<file path="src/rtl/boot_seq_ctrl_if.sv">
// Phase handshake bundle between the boot sequencer and the load engines
// (SPI preload, JTAG, SPI post-load, ...). One start/done pair per phase.
interface boot_seq_ctrl_if #(
    parameter int N_PHASES = 3
);
    logic [N_PHASES-1:0] phase_start;   // one-hot (or zero) phase enable
    logic [N_PHASES-1:0] phase_done;    // per-phase completion level

    // Sequencer side: drives the phase enables, watches completion
    modport master (output phase_start, input phase_done);
    // Engine side: follows the enable, reports completion
    modport slave  (input phase_start, output phase_done);
endinterface

</file>
<file path="src/rtl/boot_seq_ctrl.sv">
// Boot sequencer: holds the SoC in reset, walks the load phases through
// start/done handshakes with idle gaps in between, retries the whole run
// after a phase timeout, and finally raises fetch enable (or parks in FAIL).
module boot_seq_ctrl #(
    parameter int N_PHASES       = 3,
    parameter int RST_CYCLES     = 10,
    parameter int GAP_CYCLES     = 10,
    parameter int TIMEOUT_CYCLES = 0,
    parameter int MAX_RETRY      = 1,
    parameter int CNT_W          = 16
) (
    input  logic            s_clk,
    input  logic            rst_n,
    input  logic            start_i,
    input  logic            abort_i,
    boot_seq_ctrl_if.master phase_if,
    output logic            soc_rst_no,
    output logic            fetch_enable_o,
    output logic            busy_o,
    output logic            done_o,
    output logic            error_o,
    output logic [2:0]      cur_phase_o,
    output logic [2:0]      retry_cnt_o
);

    // Parameter sanity: refuse to elaborate configurations the counters cannot represent
    if (N_PHASES < 1 || N_PHASES > 8) begin : g_bad_phases
        $error("boot_seq_ctrl: N_PHASES must be 1..8");
    end
    if (CNT_W < 1 || CNT_W > 32) begin : g_bad_cnt_w
        $error("boot_seq_ctrl: CNT_W must be 1..32");
    end
    if (RST_CYCLES < 0 || GAP_CYCLES < 0 || TIMEOUT_CYCLES < 0) begin : g_bad_neg
        $error("boot_seq_ctrl: cycle parameters must be non-negative");
    end
    if (64'(RST_CYCLES) >= (64'd1 << CNT_W) || 64'(GAP_CYCLES) >= (64'd1 << CNT_W) ||
        64'(TIMEOUT_CYCLES) >= (64'd1 << CNT_W)) begin : g_bad_range
        $error("boot_seq_ctrl: a cycle parameter does not fit in CNT_W bits");
    end
    if (MAX_RETRY < 0 || MAX_RETRY > 7) begin : g_bad_retry
        $error("boot_seq_ctrl: MAX_RETRY must be 0..7");
    end

    // Zero-length intervals are stretched to one cycle; counters compare
    // against "last cycle" so an interval of L cycles ends on count L-1.
    localparam int RST_EFF = (RST_CYCLES < 1) ? 1 : RST_CYCLES;
    localparam int GAP_EFF = (GAP_CYCLES < 1) ? 1 : GAP_CYCLES;
    localparam int TO_EFF  = (TIMEOUT_CYCLES < 1) ? 1 : TIMEOUT_CYCLES;
    localparam bit TO_ON   = (TIMEOUT_CYCLES != 0);

    localparam logic [CNT_W-1:0] RST_LAST  = CNT_W'(RST_EFF - 1);
    localparam logic [CNT_W-1:0] GAP_LAST  = CNT_W'(GAP_EFF - 1);
    localparam logic [CNT_W-1:0] TO_LAST   = CNT_W'(TO_EFF - 1);
    localparam logic [CNT_W-1:0] CNT_ONE   = CNT_W'(1);
    localparam logic [3:0]       N_PH      = 4'(N_PHASES);
    localparam logic [2:0]       RETRY_MAX = 3'(MAX_RETRY);

    typedef enum logic [2:0] {
        S_IDLE,
        S_RST,
        S_GAP,
        S_PHASE,
        S_FETCH,
        S_FAIL
    } state_t;

    state_t              r_state;
    logic [CNT_W-1:0]    r_cnt;
    logic [3:0]          r_idx;       // one wider than needed so it can reach N_PHASES=8
    logic [2:0]          r_retry;
    logic [N_PHASES-1:0] r_phase_start;
    logic                r_soc_rst_n;
    logic                r_fetch_en;
    logic                r_busy;
    logic                r_done;
    logic                r_error;
    logic [2:0]          r_cur_phase;

    state_t              w_state_next;
    logic [CNT_W-1:0]    w_cnt_next;
    logic [3:0]          w_idx_next;
    logic [2:0]          w_retry_next;
    logic [N_PHASES-1:0] w_done_hit;
    logic                w_cur_done;
    logic [N_PHASES-1:0] w_phase_start_next;
    logic [2:0]          w_cur_phase_next;

    // Only the active phase's done bit counts; the one-hot enable is decoded
    // from the next-state values so it is registered alongside the state.
    for (genvar gi = 0; gi < N_PHASES; gi++) begin : g_phase
        assign w_done_hit[gi]         = phase_if.phase_done[gi] && (r_idx == 4'(gi));
        assign w_phase_start_next[gi] = (w_state_next == S_PHASE) && (w_idx_next == 4'(gi));
    end
    assign w_cur_done = |w_done_hit;

    // Next-state, counter, phase-index and retry logic; abort overrides everything
    always_comb begin
        w_state_next = r_state;
        w_cnt_next   = r_cnt;
        w_idx_next   = r_idx;
        w_retry_next = r_retry;
        if (abort_i) begin
            w_state_next = S_IDLE;
            w_cnt_next   = '0;
            w_idx_next   = '0;
            w_retry_next = '0;
        end else begin
            case (r_state)
                S_IDLE: begin
                    if (start_i) begin
                        w_state_next = S_RST;
                        w_cnt_next   = '0;
                        w_idx_next   = '0;
                        w_retry_next = '0;
                    end
                end
                S_RST: begin
                    if (r_cnt == RST_LAST) begin
                        w_state_next = S_GAP;
                        w_cnt_next   = '0;
                        w_idx_next   = '0;
                    end else begin
                        w_cnt_next = r_cnt + CNT_ONE;
                    end
                end
                S_GAP: begin
                    if (r_cnt == GAP_LAST) begin
                        w_cnt_next   = '0;
                        w_state_next = (r_idx < N_PH) ? S_PHASE : S_FETCH;
                    end else begin
                        w_cnt_next = r_cnt + CNT_ONE;
                    end
                end
                S_PHASE: begin
                    // Done is checked before the timeout so a late done still advances
                    if (w_cur_done) begin
                        w_state_next = S_GAP;
                        w_cnt_next   = '0;
                        w_idx_next   = r_idx + 4'd1;
                    end else if (TO_ON && (r_cnt == TO_LAST)) begin
                        w_cnt_next = '0;
                        if (r_retry < RETRY_MAX) begin
                            w_state_next = S_RST;
                            w_retry_next = r_retry + 3'd1;
                            w_idx_next   = '0;
                        end else begin
                            w_state_next = S_FAIL;   // idx kept: reports the failing phase
                        end
                    end else if (TO_ON) begin
                        w_cnt_next = r_cnt + CNT_ONE;
                    end
                end
                S_FETCH, S_FAIL: begin
                    // terminal until abort
                end
                default: begin
                    w_state_next = S_IDLE;
                    w_cnt_next   = '0;
                    w_idx_next   = '0;
                    w_retry_next = '0;
                end
            endcase
        end
        w_cur_phase_next = (w_idx_next > 4'd7) ? 3'd7 : w_idx_next[2:0];
    end

    // State, counters and all outputs registered together on the same edge
    always_ff @(posedge s_clk or negedge rst_n) begin
        if (!rst_n) begin
            r_state       <= S_IDLE;
            r_cnt         <= '0;
            r_idx         <= '0;
            r_retry       <= '0;
            r_phase_start <= '0;
            r_soc_rst_n   <= 1'b0;
            r_fetch_en    <= 1'b0;
            r_busy        <= 1'b0;
            r_done        <= 1'b0;
            r_error       <= 1'b0;
            r_cur_phase   <= '0;
        end else begin
            r_state       <= w_state_next;
            r_cnt         <= w_cnt_next;
            r_idx         <= w_idx_next;
            r_retry       <= w_retry_next;
            r_phase_start <= w_phase_start_next;
            r_soc_rst_n   <= (w_state_next == S_GAP) || (w_state_next == S_PHASE) ||
                             (w_state_next == S_FETCH);
            r_fetch_en    <= (w_state_next == S_FETCH);
            r_busy        <= (w_state_next == S_RST) || (w_state_next == S_GAP) ||
                             (w_state_next == S_PHASE);
            r_done        <= (w_state_next == S_FETCH);
            r_error       <= (w_state_next == S_FAIL);
            r_cur_phase   <= w_cur_phase_next;
        end
    end

    assign phase_if.phase_start = r_phase_start;
    assign soc_rst_no           = r_soc_rst_n;
    assign fetch_enable_o       = r_fetch_en;
    assign busy_o               = r_busy;
    assign done_o               = r_done;
    assign error_o              = r_error;
    assign cur_phase_o          = r_cur_phase;
    assign retry_cnt_o          = r_retry;

endmodule

</file>
<file path="src/flat_wrapper.sv">
// flat-port wrapper written by rule: the top's interface ports become plain ports
module boot_seq_ctrl_flat 
#(
    parameter int N_PHASES       = 3,
    parameter int RST_CYCLES     = 10,
    parameter int GAP_CYCLES     = 10,
    parameter int TIMEOUT_CYCLES = 0,
    parameter int MAX_RETRY      = 1,
    parameter int CNT_W          = 16
)
  (s_clk, rst_n, start_i, abort_i, soc_rst_no, fetch_enable_o, busy_o, done_o, error_o, cur_phase_o, retry_cnt_o, phase_if_phase_start, phase_if_phase_done);
  boot_seq_ctrl_if #(.N_PHASES(N_PHASES)) phase_if_i ();
  input  logic s_clk;
  input  logic rst_n;
  input  logic start_i;
  input  logic abort_i;
  output logic soc_rst_no;
  output logic fetch_enable_o;
  output logic busy_o;
  output logic done_o;
  output logic error_o;
  output logic [2:0] cur_phase_o;
  output logic [2:0] retry_cnt_o;
  output wire logic [$bits(phase_if_i.phase_start)-1:0] phase_if_phase_start;
  input wire logic [$bits(phase_if_i.phase_done)-1:0] phase_if_phase_done;
  assign phase_if_phase_start = phase_if_i.phase_start;
  assign phase_if_i.phase_done = phase_if_phase_done;
  boot_seq_ctrl #(.N_PHASES(N_PHASES), .RST_CYCLES(RST_CYCLES), .GAP_CYCLES(GAP_CYCLES), .TIMEOUT_CYCLES(TIMEOUT_CYCLES), .MAX_RETRY(MAX_RETRY), .CNT_W(CNT_W)) u_core (.s_clk(s_clk), .rst_n(rst_n), .start_i(start_i), .abort_i(abort_i), .phase_if(phase_if_i), .soc_rst_no(soc_rst_no), .fetch_enable_o(fetch_enable_o), .busy_o(busy_o), .done_o(done_o), .error_o(error_o), .cur_phase_o(cur_phase_o), .retry_cnt_o(retry_cnt_o));
endmodule
</file>
<file path="config.mk">
export PLATFORM = sky130hd
export DESIGN_NAME = boot_seq_ctrl_flat
export DESIGN_NICKNAME = d
export VERILOG_FILES = /design/src/rtl/boot_seq_ctrl_if.sv /design/src/rtl/boot_seq_ctrl.sv /design/src/flat_wrapper.sv
export SDC_FILE = /design/constraint.sdc
export NUM_CORES = 1
export LEC_CHECK = 0
export CAP_MARGIN = 20
export CORE_MARGIN = 1
export CORE_UTILIZATION = 50
export CTS_CLUSTER_SIZE = 14
export DETAILED_ROUTE_END_ITERATION = 12
export PLACE_DENSITY = 0.75
export SETUP_SLACK_MARGIN = 0.15
export SLEW_MARGIN = 20
export SYNTH_ARGS = -nofsm -noshare
export SYNTH_HDL_FRONTEND = slang
export SYNTH_SLANG_ARGS = --single-unit
</file>
<file path="constraint.sdc">
create_clock -name s_clk -period 2.4 [get_ports s_clk]
set_clock_uncertainty 0.15 [all_clocks]
set_input_delay 0.24 -clock s_clk [delete_from_list [all_inputs] [get_ports s_clk]]
set_output_delay 0.24 -clock s_clk [all_outputs]
set_load 0.03 [all_outputs]
</file>
==> reports/summary.log <==
qor: worst_setup_path.crit_required 2440 ps
qor: clock_network.htree_num_levels 2
qor: finish.regArea 827 sq um
qor: sta.unrepaired_setup_endpoints_after_global_routing yes
qor: worst_setup_path.worstSetupStartpointType register
qor: power_and_ir_drop.leakagePower 1.02 nW
qor: placed_design.preCtsSetupSlack 32.2 ps
qor: clock_network.cts.root.buffer_cell clkbuf_8
qor: logic_synthesis.yosysTopAreaCell dfrtp_1
qor: finish.layout.cells.most_common_list dfrtp_1, nand2_1, clkdlybuf4s50_1
qor: job.cap_violations 0
qor: routing.routedWlPerCell 15.8 microns
qor: floorplan.starting_density_of_the_core 0.539
qor: sta.worstMarginPinSlew 525 ps
qor: worst_setup_path.cpPeakStageDelay 420 ps
qor: power_and_ir_drop.power.total 1.09 mW
qor: grt.grt_use_total 0.238
qor: logic_synthesis.post_synth_top_area_share 0.441
qor: min_path.holdCritPathClass in2async
qor: grt.grt_pass1_wl 7.30 mm
qor: clock_network.ctsLongestPathBuffers 2
qor: worst_setup_path.critPathArrivalTime 2290 ps
qor: clock_network.cts.hold.buffers_added 0
qor: logic_synthesis.ys_flop_type dfrtp_1
qor: grt.grt_max_degree 34
qor: floorplan.die_h 63.2 microns
qor: grt.grt-ovfl-total 0
qor: finish.finish.cell_count_without_fillers 284
qor: finish.multi_input_logic_area 1040 sq um
qor: floorplan.placement_rows 21
qor: floorplan.io-pin-count 21
qor: worst_setup_path.path_class reg2reg
qor: logic_synthesis.syn-cell-area 1870 sq um
qor: finish.area_growth_syn_to_layout 26.0%
qor: placed_design.globalplace.congestion 0.904
qor: logic_synthesis.sequential_to_total_area_share_from_yosys_stat 0.441
qor: logic_synthesis.netlist_top_cells_area dfrtp_1, ha_1, o21ai_0, nand2_1, nand3_1
qor: routing.dr.first_iter.drc_count 193
qor: outcome.run_status completed
qor: sta.achievable-frequency 0.444 GHz
qor: sta.hold_violations 0
qor: routing.route.detailed.vias_per_inst 6.12
qor: logic_synthesis.synthCells 204
qor: finish.nets_final 250
qor: placed_design.dpl-instance-area 2110 sq um
qor: finish.layout.cells.most_common dfrtp_1
qor: logic_synthesis.ys_types 46
qor: sta.min_period_over_period 0.938
qor: clock_network.clkSlewWorstSetupHoldPaths 70 ps
qor: grt.grt_antenna_before_repair 0
qor: logic_synthesis.ys_async_sr_fraction 1.00
qor: worst_setup_path.setup.worst_path.end_class register
qor: sta.fin_tns_setup 0 ps
qor: logic_synthesis.synth_enable_flop_cells 0
qor: logic_synthesis.avgSynthCellArea 9.17 sq um
qor: placed_design.hpwl 2.90 mm
qor: routing.drtPass1Iterations 4
qor: grt.vias_in_the_first_global_route 1,575
qor: floorplan.core 3470 sq um
qor: sta.layout_setup_ws 149 ps
qor: clock_network.clkSinkCount 33
qor: routing.remaining_drc_errors 0
qor: logic_synthesis.synth.ff_latch_count 33
qor: worst_setup_path.crit_slowest_cell a222oi_1
qor: finish.final_area 2360 sq um
qor: placed_design.placedCellCount 269
qor: placed_design.port-buffer-count 17
qor: clock_network.cts_tree done
qor: finish.post_route_cells_drive_above_1_share 0.218
qor: finish.nFillCells 268
qor: worst_setup_path.critPathMostFrequentCell nor4b_2
qor: worst_setup_path.cp_cell_sequence inv_2 > ha_4 > a222oi_1 > buf_4 > nor4b_2 > a211oi_2 > o22ai_2 > nor4b_2
qor: routing.ant_nets 0
qor: worst_setup_path.cp_max_fo 3
qor: sta.max_slew_margin 0.650
qor: power_and_ir_drop.cellPowerDensity 464 nW/um^2
qor: logic_synthesis.yosys_warnings 0
qor: sta.report.final.slew_viol_count 0
qor: routing.num_vias 1,739
qor: clock_network.clock_insertion_delay_worst_skew 280 ps
qor: routing.final_routed_wirelength_across_all_metal_layers 4.48 mm
qor: sta.timing.final.crit_period 2250 ps
qor: power_and_ir_drop.vdd_ir_drop_max 0.402 mV
qor: floorplan.die_width 63.2 microns
qor: clock_network.cts-buffers-inserted 5
qor: floorplan.die-area 3990 sq um
qor: sta.final-setup-viol-count 0
qor: finish.antenna-diode-count 0
-- repair_timing --
| item | CTS | global route |
|---|---|---|
| pin swaps | 6 | 10 |
| setup buffers | 2 | 3 |
| resized for setup | 9 | 22 |
| setup endpoints to repair | 15 | 26 |
| gates cloned | 1 | 1 |
-- report_power, final --
part,switching [mW],total [mW],internal [mW]
sequential,0.00769,0.568,0.561
combinational,0.0716,0.118,0.0468
clock,0.206,0.405,0.200
total,0.285,1.09,0.807
-- cell type report --
cell class              instances  area share
clock inverters                 3     0.00743
multi-input cells             153       0.442
clock buffers                   5      0.0292
flip-flops and latches         33       0.351
well taps                      46      0.0244
inverters                      10      0.0159
repair buffers                 34       0.130
-- worst max-delay path, delay by kind of cell, from the launching register on --
family / cells / cell delay, ps
compound gates: 3 / 820
fa+ha+maj: 1 / 160
buf+inv: 2 / 310
flops: 1 / 400
simple gates: 2 / 320
-- synthesized netlist by cell type, drive strengths merged (2+ instances only) --
cell type / instances
a21o: 2
a21oi: 11
and2: 2
buf: 11
dfrtp: 33
ha: 6
inv: 10
mux2i: 5
nand2: 19
nand2b: 3
nand3: 13
nand4: 3
nor2: 16
nor2b: 2
nor3: 11
nor4: 6
nor4b: 2
o21ai: 17
o21bai: 3
o31ai: 4
or2: 2
or3: 4
xor2: 2
-- final timing paths --
| check | from | slack, ps | cells after the start | end |
|---|---|---|---|---|
| worst max-delay path | u_core.r_idx[1] | 150 | 8 | u_core.phase_if.phase_start[2] |
| worst min-delay path | rst_n | 200 | 2 | u_core.r_idx[2] |
| worst max register to register | u_core.r_idx[1] | 150 | 8 | u_core.phase_if.phase_start[2] |
| worst min register to register | u_core.r_cnt[15] | 400 | 2 | u_core.r_cnt[15] |
| max in group asynchronous | rst_n | 1570 | 2 | u_core.r_idx[0] |
| min in group s_clk | u_core.r_cnt[15] | 400 | 2 | u_core.r_cnt[15] |
-- layer usage --
metal / wire length (microns) / global-route usage / part of all wire
met3: 396 / 0.0598 / 0.088
met1: 1850 / 0.308 / 0.41
met4: 99 / 0.105 / 0.022
met2: 2140 / 0.374 / 0.48
met5: 0 / 0 / 0
-- through the flow --
step            util  hold WS [ps]
5_1_grt        0.679           247
3_3_place_gp   0.610           350
2_1_floorplan      -          -206
6_report       0.679           204
3_5_place_dp   0.610           366
4_1_cts        0.648           222
-- logic make-up after synthesis --
family / share of synthesized area
simple gates: 0.247
compound gates: 0.173
flops: 0.441
buf+inv: 0.0595
fa+ha+maj: 0.0401
mux: 0.0268
xor+xnor: 0.00937
other cells: 0.00200
-- registers in the layout, indices dropped and copies added, names as in the netlist --
| signal | count |
|---|---|
| u_core.cur_phase_o | 3 |
| u_core.soc_rst_no | 1 |
| u_core.r_idx | 4 |
| u_core.r_cnt | 16 |
| u_core.fetch_enable_o | 1 |
| u_core.phase_if.phase_start | 3 |
| u_core.error_o | 1 |
| u_core.busy_o | 1 |
| u_core.r_state | 3 |
(Power assumes the default switching activity.)
==> edit 1, RTL diff (same flow settings) <==
`N_PHASES` is set to 3 in 3 places; all go to 2.
--- a/src/rtl/boot_seq_ctrl_if.sv
+++ b/src/rtl/boot_seq_ctrl_if.sv
@@ -2,5 +2,5 @@
 // (SPI preload, JTAG, SPI post-load, ...). One start/done pair per phase.
 interface boot_seq_ctrl_if #(
-    parameter int N_PHASES = 3
+    parameter int N_PHASES = 2
 );
     logic [N_PHASES-1:0] phase_start;   // one-hot (or zero) phase enable
--- a/src/rtl/boot_seq_ctrl.sv
+++ b/src/rtl/boot_seq_ctrl.sv
@@ -3,5 +3,5 @@
 // after a phase timeout, and finally raises fetch enable (or parks in FAIL).
 module boot_seq_ctrl #(
-    parameter int N_PHASES       = 3,
+    parameter int N_PHASES       = 2,
     parameter int RST_CYCLES     = 10,
     parameter int GAP_CYCLES     = 10,
--- a/src/flat_wrapper.sv
+++ b/src/flat_wrapper.sv
@@ -2,5 +2,5 @@
 module boot_seq_ctrl_flat 
 #(
-    parameter int N_PHASES       = 3,
+    parameter int N_PHASES       = 2,
     parameter int RST_CYCLES     = 10,
     parameter int GAP_CYCLES     = 10,
Ports: changed (resized phase_if_phase_done and phase_if_phase_start); port bits go from 21 to 19. The function was not compared with the original's and may differ.
==> edit 1 against the original RTL <==
  * Clock power down 18%
  * Sequential cell count down 1
  * Design area down 8.7%
  * Total power down 10%
  * Critical path depth down 2
  * Worst setup slack better by 0.071 ns
  * Sequential power down 3%
  * Routed wire length down 6.5%
  * Worst hold slack worse by 0.057 ns
  * Area after synthesis down 5.7%
  * Critical endpoint is now u_core.soc_rst_no
  * Largest cell class unchanged
==> edit 1: results (changes against the original RTL) <==
Status
  – Status: finished, final reports clean

Setup path
  – Crit path largest cell delay: 0.48 ns (+0.06 ns)
  – Reg2reg path depth: 6 (-2)
  – R2R Path Start: u_core.r_cnt[10]
  – Top delay family on crit path: simple AND/OR/NAND/NOR gates
  – CP max FO: 7 (+4)

Placement
  – Placer Congestion: 0.876 (-3.2%)
  – Placed Instances: 245 (-8.9%)
  – IO Port Bufs: 15 (-2)
  – Hpwl dp: 2530 µm (-13%)

Routing
  – Met1 WL: 1820 µm (-1.6%)
  – Drt initial violations: 106 (-45%)
  – Detailed Route WL: 4190 µm (-6.5%)
  – WL met2: 2090 µm (-2.3%)
  – Vias: 1,516 (-13%)
  – TritonRoute pass-1 iters: 5 (+1)
  – DR WL met3: 191 µm (-52%)
  – Via/cell ratio: 5.88 (-4.0%)

Global route
  – Largest net degree at the start of global routing: 33 (-2.9%)
  – Met1 usage: 0.289 (-0.0190)
  – Global-route wire length before repair: 5810 µm (-20%)
  – Vias in the first global route: 1,316 (-16%)
  – Met2 usage: 0.340 (-0.0336)
  – Total track usage: 0.218 (-0.0196)

Synth
  – Synth unique cells: 45 (-2.2%)
  – Commonest cells in the netlist: dfrtp_1, o21ai_0, nor2_1, nand2_1, nand3_1
  – Synth Instances: 190 (-6.9%)
  – Seq/Total Area, Yosys: 0.454 (+0.0124)

Power and ir drop
  – Leak pwr: 0.000936 µW (-8.6%)
  – VDD IR-drop max: 0.372 mV (-7.6%)
  – Clk pwr share: 0.340 (-0.031)
  – Clock group power: 332 µW (-18%)
  – Combinational cell power: 95.6 µW (-19%)

CTS
  – Worst skew pair latency: 0.33 ns (+0.05 ns)
  – Clk root buf: clkbuf_4
  – # resized after CTS: 2 (-7)
  – Clk pin slew, worst setup/hold paths: 0.10 ns (+0.03 ns)

Layout
  – Nets: 223 (-11%)
  – Layout cell share with drive strength beyond 1: 0.170 (-0.0487)
## edit 1: final cells by class
class | instances | area [µm²]
Clock buffer | 7 | 65.1
Inverter | 7 | 26.3
Multi-Input combinational cell | 143 | 990
Fill cell | 278 | 1210
Sequential cell | 32 | 803
Timing Repair Buffer | 23 | 210
Tap cell | 46 | 57.6
## edit 1: stage by stage
stage	hold WS (ns)	cell area (µm²)	utilization	setup WS, ns
floorplan	-0.206	1770	-	0.199
global placement	0.317	1930	0.573	0.144
detailed placement	0.337	1930	0.573	0.0891
CTS	0.149	2010	0.597	0.131
global route	0.175	2150	0.640	0.123
finish	0.148	2150	0.640	0.221
## edit 1: cells by family after synthesis
kind of cell	count (synthesis)	share of synthesized area
and+or+nand+nor	80	0.250
adders and majority gates	5	0.0355
AOI/OAI and AO/OA	48	0.172
muxes	1	0.00567
xor gates and xnor gates	4	0.0199
DFF	32	0.454
buffers and inverters	19	0.0617
other	1	0.00213
==> edit 2, RTL diff (same flow settings) <==
Made on the original files. Register the inputs `start_i` and `abort_i` before use, without a reset. The logic sees them one clock later. The other inputs are not delayed to match.
--- a/src/rtl/boot_seq_ctrl.sv
+++ b/src/rtl/boot_seq_ctrl.sv
@@ -24,4 +24,12 @@
 );
 
+    logic start_q;
+    logic abort_q;
+
+    always_ff @(posedge s_clk) begin
+        start_q <= start_i;
+        abort_q <= abort_i;
+    end
+
     // Parameter sanity: refuse to elaborate configurations the counters cannot represent
     if (N_PHASES < 1 || N_PHASES > 8) begin : g_bad_phases
@@ -100,5 +108,5 @@
         w_idx_next   = r_idx;
         w_retry_next = r_retry;
-        if (abort_i) begin
+        if (abort_q) begin
             w_state_next = S_IDLE;
             w_cnt_next   = '0;
@@ -108,5 +116,5 @@
             case (r_state)
                 S_IDLE: begin
-                    if (start_i) begin
+                    if (start_q) begin
                         w_state_next = S_RST;
                         w_cnt_next   = '0;
Check against the original RTL: not equivalent (a bounded check fails within 4 cycles, from zero or initial values and one cycle with rst_n low).
==> edit 2 against the original RTL <==
  * Design area grew 3.4%
  * Area after synthesis grew 4.3%
  * First-iteration DRC count shrank 50%
  * Sequential power grew 6.9%
  * Global-route usage shrank 1.6 points
  * Sequential share of layout area grew 0.54 points
  * Total power grew 15%
  * Routed wire length grew 0.31%
  * Die area grew 4.2%
  * Synthesized cell count grew 2.5%
  * Combinational power shrank 8%
  * Worst setup slack gained 0.032 ns
  * Sequential cell count grew 2
  * Critical endpoint is now u_core.phase_if.phase_start[0]
==> edit 2: results (changes against the original RTL) <==
Setup path
  – Reg2reg path depth: 6 (-2)
  – Worst r2r dst: u_core.phase_if.phase_start[0]
  – FF-to-FF setup slack: 0.18 ns (+0.03 ns)
  – Critical Path AT: 2.27 ns (-0.02 ns)
  – R2R Path Start: u_core.r_cnt[14]
  – Top delay family on crit path: simple AND/OR/NAND/NOR gates
  – Slowest-stage cell, CP: dfrtp_2
  – Crit path largest cell delay: 0.46 ns (+0.04 ns)
  – CP max FO: 4 (+1)

Synth
  – Seq/Total Area, Yosys: 0.444 (+0.00212)
  – Top cells by area, synth: dfrtp_1, o21ai_0, ha_1, nand2_1, a21oi_1
  – Synth unique cells: 56 (+22%)
  – Async set-reset flop share out of synthesis: 0.943 (-0.0571)
  – Synth Instances: 209 (+2.5%)
  – Commonest cells in the netlist: dfrtp_1, o21ai_0, nand2_1, nor2_1, inv_1

Routing
  – DR WL met3: 248 µm (-37%)
  – WL met2: 2120 µm (-0.66%)
  – TritonRoute pass-1 iters: 4 (unchanged)
  – Drt initial violations: 96 (-50%)
  – Met1 WL: 2060 µm (+11%)
  – Detailed Route WL: 4500 µm (+0.31%)
  – Via/cell ratio: 5.87 (-4.2%)

Global route
  – Global-route wire length before repair: 6940 µm (-4.9%)
  – Layer with the highest usage: met2
  – Met2 usage: 0.324 (-0.0500)
  – Vias in the first global route: 1,485 (-5.7%)
  – Total track usage: 0.222 (-0.0157)
  – Met1 usage: 0.311 (+0.00290)
  – GRT met3 Usage: 0.0493 (-0.0105)

Power and ir drop
  – Power per cell area: 514 nW/µm² (+11%)
  – Leak pwr: 0.00105 µW (+2.9%)
  – VDD IR-drop max: 0.332 mV (-18%)
  – Internal power: 948 µW (+17%)

Status
  – Status: finished, final reports clean

STA
  – Slew HR: 0.610 (-0.0399)
  – Final hold slack: 0.196 ns (-0.00784 ns)

Placement
  – IO Port Bufs: 17 (unchanged)
  – Placed Instances: 269 (unchanged)
  – Placed cell area: 2160 µm² (+2.1%)
  – Placer Congestion: 0.826 (-8.7%)
  – Hpwl dp: 2850 µm (-1.6%)
  – Post-Place Setup Slack: 0.0512 ns (+0.0190 ns)

Layout
  – Nets: 251 (+0.40%)
  – Final-layout fill cell count: 312 (+16%)
  – Layout cell share with drive strength beyond 1: 0.205 (-0.0135)
  – Area grow syn2layout: 24.8%
  – Finished Layout Cells: 287 (+1.1%)

CTS
  – Clk pin slew, worst setup/hold paths: 0.08 ns
  – Clk root buf: clkbuf_8
edit 2: cells by family (layout without fill, tap and decap cells):
group / Yosys count / in the layout / synth area share
compound gates: 59 / 59 / 0.202
xor+xnor: 2 / 2 / 0.00898
fa+ha+maj: 6 / 6 / 0.0385
buf+inv: 24 / 52 / 0.0583
flops: 35 / 35 / 0.444
mux: 1 / 1 / 0.00513
other cells: 1 / 3 / 0.00192
simple gates: 81 / 81 / 0.242
edit 2: how the worst max path moves through the flow:
stage	startpoint	to	slack (ns)	cells past startpoint
after floorplan	u_core.r_idx[0]	u_core.r_cnt[11]	0.22	8
after global placement	u_core.r_idx[0]	u_core.phase_if.phase_start[1]	0.04	8
after detailed placement	u_core.r_idx[0]	u_core.phase_if.phase_start[1]	0.05	9
after CTS	u_core.r_cnt[1]	u_core.phase_if.phase_start[2]	0.15	8
after global routing	u_core.r_idx[1]	u_core.phase_if.phase_start[1]	0.09	8
final	u_core.r_cnt[14]	u_core.phase_if.phase_start[0]	0.18	6
edit 2: what timing repair did:
item                       4_1_cts  5_1_grt
setup endpoints to repair        3        7
resized for setup                1       18
pin swaps                        1        8
setup buffers                    1        9
edit 2: area by class of cell:
class | instances | area share
Clock buffer | 5 | 0.0282
Clock inverter | 3 | 0.0180
Inverter | 12 | 0.0185
Multi-Input combinational cell | 152 | 0.438
Sequential cell | 35 | 0.356
Tap cell | 48 | 0.0247
Timing Repair Buffer | 32 | 0.116
edit 2: power by group through the flow:
stage	combinational [µW]	clock [µW]	sequential (µW)
2_1_floorplan	62.0	0	616
3_3_place_gp	97.8	0	618
3_5_place_dp	99.1	0	619
4_1_cts	100	543	607
5_1_grt	121	566	608
6_report	109	536	607
